**config.mk**
```make
export PLATFORM = sky130hd
export DESIGN_NAME = seg_scan_mux
export DESIGN_NICKNAME = d
export VERILOG_FILES = /design/src/rtl/seg_scan_mux_pkg.sv /design/src/rtl/seg_scan_mux_prescaler.sv /design/src/rtl/seg_scan_mux.sv
export SDC_FILE = /design/constraint.sdc
export NUM_CORES = 1
export LEC_CHECK = 0
export BUFFER_PORTS_ARGS = -buffer_cell sky130_fd_sc_hd__buf_4
export CORE_MARGIN = 10
export CORE_UTILIZATION = 35
export CTS_CLUSTER_SIZE = 28
export DETAILED_ROUTE_END_ITERATION = 12
export SLEW_MARGIN = 20
export SYNTH_ARGS = -nofsm -noshare
export SYNTH_HDL_FRONTEND = slang
export SYNTH_SLANG_ARGS = --single-unit
export TNS_END_PERCENT = 30
```
**constraint.sdc**
```tcl
create_clock -name clk -period 3.6 [get_ports clk]
set_input_delay 0.18 -clock clk [delete_from_list [all_inputs] [get_ports clk]]
set_output_delay 0.18 -clock clk [all_outputs]
set_load 0.01 [all_outputs]
```
**src/rtl/seg_scan_mux_pkg.sv**
```systemverilog
// Shared constants and state encoding for the multiplexed 7-segment scanner.
package seg_scan_mux_pkg;

  localparam logic [6:0] SEG_OFF = 7'h7F;

  localparam int DEF_DIGITS      = 4;
  localparam int DEF_REFRESH_DIV = 27000;
  localparam int DEF_GHOST_CYC   = 16;

  typedef enum logic [1:0] {
    ST_OFF   = 2'd0,
    ST_GHOST = 2'd1,
    ST_DRIVE = 2'd2
  } scan_state_t;

endpackage

```
**src/rtl/seg_scan_mux_prescaler.sv**
```systemverilog
// Digit-slot timebase: counts 0..REFRESH_DIV-1, flags the last cycle of a slot
// and the last cycle of the dark (ghost) window at the start of a slot.
module seg_scan_mux_prescaler #(
  parameter int REFRESH_DIV = 27000,
  parameter int GHOST_CYC   = 16
) (
  input  logic clk,
  input  logic rst_n,
  output logic tick_o,
  output logic ghost_end_o
);

  localparam int CW = (REFRESH_DIV > 1) ? $clog2(REFRESH_DIV) : 1;
  localparam logic [CW-1:0] LAST_CNT  = CW'(REFRESH_DIV - 1);
  // With no ghost window the compare value is irrelevant; the enable masks it.
  localparam logic [CW-1:0] GHOST_CNT = CW'((GHOST_CYC > 0) ? GHOST_CYC - 1 : 0);
  localparam bit            GHOST_EN  = (GHOST_CYC > 0);

  logic [CW-1:0] cnt_q;
  logic [CW-1:0] cnt_d;

  always_comb begin
    cnt_d = (cnt_q == LAST_CNT) ? '0 : cnt_q + CW'(1);
  end

  always_ff @(posedge clk or negedge rst_n) begin
    if (!rst_n) begin
      cnt_q <= '0;
    end else begin
      cnt_q <= cnt_d;
    end
  end

  assign tick_o      = (cnt_q == LAST_CNT);
  assign ghost_end_o = GHOST_EN && (cnt_q == GHOST_CNT);

endmodule

```
**src/rtl/seg_scan_mux.sv**
```systemverilog
// Time-multiplexed 7-segment driver: double-buffered frame, per-digit blanking,
// anti-ghosting dark window at the start of every digit slot.
module seg_scan_mux
  import seg_scan_mux_pkg::*;
#(
  parameter int DIGITS      = DEF_DIGITS,
  parameter int REFRESH_DIV = DEF_REFRESH_DIV,
  parameter int GHOST_CYC   = DEF_GHOST_CYC
) (
  input  logic                  clk,
  input  logic                  rst_n,
  input  logic                  load,
  input  logic [7*DIGITS-1:0]   seg_in,
  input  logic [DIGITS-1:0]     blank,
  output logic [6:0]            seg_out,
  output logic [DIGITS-1:0]     anode,
  output logic                  frame_done
);

  localparam int IW = (DIGITS > 1) ? $clog2(DIGITS) : 1;
  localparam logic [IW-1:0] LAST_IDX = IW'(DIGITS - 1);

  logic              tick;
  logic              ghost_end;
  logic              wrap;

  scan_state_t       state_q;
  logic [IW-1:0]     index_q;

  logic [6:0]        seg_in_a    [DIGITS];
  logic [6:0]        sh_pat_q    [DIGITS];
  logic [6:0]        act_pat_q   [DIGITS];
  logic [DIGITS-1:0] sh_blank_q;
  logic [DIGITS-1:0] act_blank_q;
  logic              pending_q;

  logic              lit;
  logic [6:0]        seg_d;
  logic [DIGITS-1:0] anode_d;
  logic [6:0]        seg_q;
  logic [DIGITS-1:0] anode_q;
  logic              frame_done_q;

  seg_scan_mux_prescaler #(
    .REFRESH_DIV (REFRESH_DIV),
    .GHOST_CYC   (GHOST_CYC)
  ) u_prescaler (
    .clk         (clk),
    .rst_n       (rst_n),
    .tick_o      (tick),
    .ghost_end_o (ghost_end)
  );

  for (genvar k = 0; k < DIGITS; k++) begin : g_unpack
    assign seg_in_a[k] = seg_in[7*k +: 7];
  end

  assign wrap = tick && (index_q == LAST_IDX);

  // A load on the wrap cycle bypasses the shadow so it is shown this frame.
  always_ff @(posedge clk or negedge rst_n) begin
    if (!rst_n) begin
      for (int k = 0; k < DIGITS; k++) begin
        sh_pat_q[k]  <= SEG_OFF;
        act_pat_q[k] <= SEG_OFF;
      end
      sh_blank_q  <= '1;
      act_blank_q <= '1;
      pending_q   <= 1'b0;
    end else begin
      if (load) begin
        sh_pat_q   <= seg_in_a;
        sh_blank_q <= blank;
      end
      if (wrap) begin
        if (load) begin
          act_pat_q   <= seg_in_a;
          act_blank_q <= blank;
        end else if (pending_q) begin
          act_pat_q   <= sh_pat_q;
          act_blank_q <= sh_blank_q;
        end
        pending_q <= 1'b0;
      end else if (load) begin
        pending_q <= 1'b1;
      end
    end
  end

  always_comb begin
    lit     = (state_q == ST_DRIVE) && !act_blank_q[index_q];
    seg_d   = lit ? act_pat_q[index_q] : SEG_OFF;
    anode_d = '1;
    if (lit) begin
      anode_d[index_q] = 1'b0;
    end
  end

  always_ff @(posedge clk or negedge rst_n) begin
    if (!rst_n) begin
      state_q      <= ST_OFF;
      index_q      <= '0;
      seg_q        <= SEG_OFF;
      anode_q      <= '1;
      frame_done_q <= 1'b0;
    end else begin
      seg_q        <= seg_d;
      anode_q      <= anode_d;
      frame_done_q <= wrap;
      if (tick) begin
        index_q <= wrap ? '0 : index_q + IW'(1);
      end
      case (state_q)
        ST_OFF: begin
          if (tick) state_q <= (GHOST_CYC == 0) ? ST_DRIVE : ST_GHOST;
        end
        ST_GHOST: begin
          if (ghost_end) state_q <= ST_DRIVE;
        end
        ST_DRIVE: begin
          if (tick) state_q <= (GHOST_CYC == 0) ? ST_DRIVE : ST_GHOST;
        end
        default: state_q <= ST_OFF;
      endcase
    end
  end

  assign seg_out    = seg_q;
  assign anode      = anode_q;
  assign frame_done = frame_done_q;

endmodule

```
; ---- Yosys cells after proc, flatten, opt, wreduce, memory -nomap -nowiden
; Cells that the tools add are included.
[totals]
inputBits = 35
word_cells = 61
out_inout_bits = 12
ff_bits = 96
[op_classes]
mux = 20
addsub = 2
magnitude_cmp = 3
n_eq_ne = 7
n_reduce_logical = 10
bitwise_logic = 2
[ops]
columns = cell, n
row1 = $mux W28, 2
row2 = $mux W7, 3
row3 = $add A15 B1 Y15 const B, 1
row4 = $eq A15 B15 Y1 const B, 1
row5 = $eq A15 B4 Y1 const B, 1
row6 = $mux W15, 1
row7 = $bmux W7 S2, 1
row8 = $mux W4, 3
row9 = $mux W2, 3
row10 = $eq A2 B2 Y1 const B, 2
row11 = $mux W1, 4
row12 = $not A4 Y4, 1
row13 = $pmux W2 S2, 1
row14 = $reduce_and A2 Y1, 2
row15 = $reduce_bool A2 Y1, 2
row16 = $ge A3 B3 Y1 const B, 1
row17 = $logic_and A1 B1 Y1, 3
row18 = $lt A2 B3 Y1 const B, 1
row19 = $not A2 Y3, 1
row20 = $add A2 B1 Y2 const B, 1
row21 = $bmux W1 S2, 1
row22 = $demux W1 S2, 1
row23 = $eq A2 B1 Y1 const B, 1
row24 = $ge A2 B1 Y1 const B, 1
row25 = other kinds (5), 5

; ---- Logic depth before layout (Yosys ltp)
[logic_depth]
depth_word = 6
mapped_depth = 8
ltp_nobuf = 5

; ---- Cells and area by module
; From an unflattened synthesis, not the netlist that was laid out.
[unflattened]
cells_unflattened = 266
hier_area_um2 = 4339.2
[by_module_without_submodules]
columns = mod, area_per_inst_um2, cells_each, instances
row1 = seg_scan_mux, 3604.7, 197, 1
row2 = seg_scan_mux_prescaler, 734.5, 69, 1

; ---- Worst setup path after synthesis
; No wires, ideal clock.
[synth_timing]
path_kind = reg2reg
start = register u_prescaler.cnt_q[7]
end = register act_blank_q[0]
required_time_ns = 3.518
stages_incl_launch_ff = 8
slack_ns = 1.030
synth_period_minus_slack_ns = 2.570
setup_time_ns = 0.082
t_arrival_ns = 2.488
path_cell_list = dfrtp_1 -> or4_4 -> or4_4 -> buf_6 -> or3_4 -> buf_6 -> buf_12 -> mux2_4
[synth_via]
elab_chain_cells = 3
[synth_lines]
columns = element, line_no
row1 = start: declaration, seg_scan_mux_prescaler.sv:19  ; logic [CW-1:0] cnt_q;
row2 = start signal: assignment, seg_scan_mux_prescaler.sv:30  ; cnt_q <= cnt_d;
row3 = $eq A15 B15 Y1, seg_scan_mux_prescaler.sv:34  ; assign tick_o = (cnt_q == LAST_CNT);
row4 = $logic_and A1 B1 Y1, seg_scan_mux.sv:58  ; assign wrap = tick && (index_q == LAST_IDX);
row5 = $reduce_and A2 Y1 (no line), n/a
row6 = end signal: assignment, seg_scan_mux.sv:78  ; act_blank_q <= blank;
row7 = end signal: assignment, seg_scan_mux.sv:81  ; act_blank_q <= sh_blank_q;
row8 = end: declaration, seg_scan_mux.sv:34  ; logic [DIGITS-1:0] act_blank_q;
; Every way passes these cells.
; A chain may end at the register's enable or synchronous reset.

; ---- Worst setup path after layout
; Ends and elaborated chain as after synthesis.

==> reports/results.tsv <==
stage	metric	value	unit
run_status	status	complete, no violations	
yosys	synth_cell_types	32	
global_route	grt_usage	0.09202	
yosys	ys_seq_elements	96	
clock_network	cts_resized	0	
finish	n_fill_cell	1043	
placement	globalplace.congestion	0.7349	
yosys	synth_area	4179	um2
die	die_area	16710	um2
global_route	grt_pass1_vias	2316	
placement	port-buffer-count	46	
detailed_routing	first_pass_iters	4	
detailed_routing	wire_per_inst	15.59	um
timing	setup_tns	0	ns
worst_hold_path	min_delay_worst_endpoint	sh_pat_q[1]	
global_route	grt_pass1_wl	12.03	mm
die	fp.dieH	129.3	um
timing	max_freq	377.8	MHz
clock_network	h-tree-depth	3	
clock_network	cts_root_buf	clkbuf_16	
power	p_total	0.002354	W
yosys	synth_mux_area_frac	0.2449	
setup_path	startpoint_type	flip-flop	
global_route	grt_max_degree	66	
detailed_routing	via_count	2191	
power	leakagePower	2.116	nW
die	rows	39	
clock_network	worst_skew_pair.late_latency	0.34	ns
detailed_routing	wl	7.232	mm
die	start_util	0.3614	
die	die_w	129.3	um
timing	worst_slack	0.9532	ns
timing	rsz0062_at_grt	no	
clock_network	cts_setup_buffers	0	
power	max-vdd-ir-drop	0.1973	mV
finish	drive_above_1_share	0.6885	
timing	fin_crit_sh	0.7352	
clock_network	clkTransAtPathRegs	0.07	ns
run	max_cap_violations	0	
detailed_routing	drt_iter0_drc	152	
finish	antenna_cells	0	
timing	setup_viol	0	
finish	nets	356	
worst_hold_path	holdCritStartpoint	seg_in[22]	
yosys	synth_fp_nets	308	
yosys	ys_warn_count	0	
setup_path	cp_max_fo	32	
detailed_routing	drc	0	
power	pwr_density_cell	474.7	nW/um2
die	coreArea	11560	um2
finish	utilization	0.4288	
finish	stdcell_area	4959	um2
setup_path	end_kind	flip-flop	
clock_network	max-clock-path-buffers	2	
placement	post-dp-hpwl	4.948	mm
yosys	syn_inst	268	
yosys	syn_avg_cell_area	15.59	um2
placement	place_ws	0.9682	ns
finish	final_cell_mix	dfstp_2, buf_4, mux2_2, mux2_4, dfrtp_1	
yosys	synth-simple-area-share	0.08323	
global_route	overflow	0	
timing	finClkSkew	0.01140	ns
setup_path	path_class	reg2reg	
detailed_routing	avgViaCountPerCell	4.722	
timing	hold_violations	0	
yosys	synth_top_family_by_area	multiplexers	
yosys	yosysSeqAreaShare	0.5973	
setup_path	arrival	2.91	ns
global_route	antenna_found_initial	0	
finish	area_growth	18.65	%
finish	final-seq-area	2496	um2
timing	min_period	2.647	ns
timing	tightest_slew	0.8406	ns
timing	maxSlewViolCount	0	
clock_network	numCtsBuffers	9	
clock_network	cts_sinks	96	
clock_network	cts_hold_buf	1	
finish	layout.cells.most_common	dfstp_2	
yosys	yosys.area_share.xor_xnor	0.02305	
worst_hold_path	hold_path_class	in2reg	
detailed_routing	ant_nets	0	
setup_path	r2r_end	act_blank_q[0]	
yosys	synthAdderAreaFrac	0.01497	
yosys	synth_compound_area_frac	0.005988	
worst_hold_path	min_path_cells	2	
setup_path	r2r_cells	4	
placement	placed_cell_area	4622	um2
setup_path	r2r_slack	0.95	ns
setup_path	crit_required	3.86	ns
die	ioPinCount	47	
timing	relSlewSlack	0.4371	
clock_network	cts_tree	yes	
finish	multi_input_area	1560	um2
setup_path	r2r_start	u_prescaler.cnt_q[7]	
-- registers in the layout, summed over array words and instances, names as in the netlist --
signal             cells
pending_q              1
u_prescaler.cnt_q     15
frame_done             1
act_pat_q             28
sh_blank_q             4
seg_out                7
anode                  4
state_q                2
act_blank_q            4
index_q                2
sh_pat_q              28
-- report_power, final --
| group | switching, W | total, W | internal (W) |
|---|---|---|---|
| combinational | 0.0000575 | 0.000138 | 0.0000803 |
| clock | 0.000417 | 0.00103 | 0.000617 |
| sequential | 0.0000158 | 0.00118 | 0.00117 |
-- logic make-up after synthesis --
logic type	Yosys count
adder cells (fa/ha/maj)	5
flip-flops	96
XOR/XNOR	11
AO/OA/AOI/OAI	5
buffers and inverters	17
multiplexers	73
AND/OR/NAND/NOR	61
-- cells in the mapped netlist --
master,number,share of area
and2_1,2,0.0030
and2_2,1,0.0018
and4_1,1,0.0021
and4_2,2,0.0048
buf_12,3,0.014
buf_6,2,0.0054
clkbuf_1,9,0.0081
dfrtp_1,21,0.13
dfstp_2,75,0.47
ha_1,5,0.015
inv_1,3,0.0027
mux2_2,34,0.092
mux2_4,30,0.11
mux2i_1,1,0.0024
mux4_2,8,0.043
nand2_1,11,0.0099
nand2b_1,9,0.013
nand3_1,6,0.0072
nand3b_1,2,0.0036
nand4_1,4,0.0060
nor2_1,12,0.011
nor3_1,2,0.0024
nor3b_1,1,0.0018
nor4_1,2,0.0030
o21ai_0,5,0.0060
or3_1,1,0.0015
or3_4,1,0.0027
or4_1,1,0.0018
or4_2,1,0.0021
or4_4,2,0.0054
xnor2_1,5,0.010
xor2_1,6,0.013
-- critical path, stage by stage (launching register included) --
cell     delay, ns
dfrtp_1       0.43
or4_4         0.56
or4_4         0.54
or3_4         0.64
mux2_4        0.38
-- metal layers --
metal,up-vias,global-route usage,routed length (um)
met5,-,0,0
met4,0,0.05753,188
met3,10,0.02121,311
met2,44,0.1407,3452
met1,1098,0.1159,3280
li1,1039,-,-
-- metrics by stage --
step                hold WS (ns)  instances
floorplan                -0.1156        268
global placement          0.3111        447
detailed placement        0.3178        447
CTS                      0.07799        464
global route             0.07308        464
finish                   0.08496        464
-- final cells by class --
type	instances	share of cell area
inverter	3	0.002271
tap	143	0.03608
clock inverter	7	0.02044
clock buffer	9	0.04542
multi-input combinational	155	0.3147
sequential	96	0.5034
timing repair buffer	51	0.07772
-- worst max path at each step --
stage                         startpoint              to  slack, ns  cells past startpoint
finish              u_prescaler.cnt_q[7]  act_blank_q[0]       0.95                      4
global route        u_prescaler.cnt_q[7]   act_pat_q[27]       0.89                      4
CTS                 u_prescaler.cnt_q[7]  act_blank_q[0]       0.96                      4
detailed placement  u_prescaler.cnt_q[7]   act_pat_q[27]       0.97                      4
global placement    u_prescaler.cnt_q[7]    act_pat_q[1]       0.99                      4
floorplan           u_prescaler.cnt_q[7]  act_blank_q[0]       1.03                      7
Power figures use the tool's default switching activity.
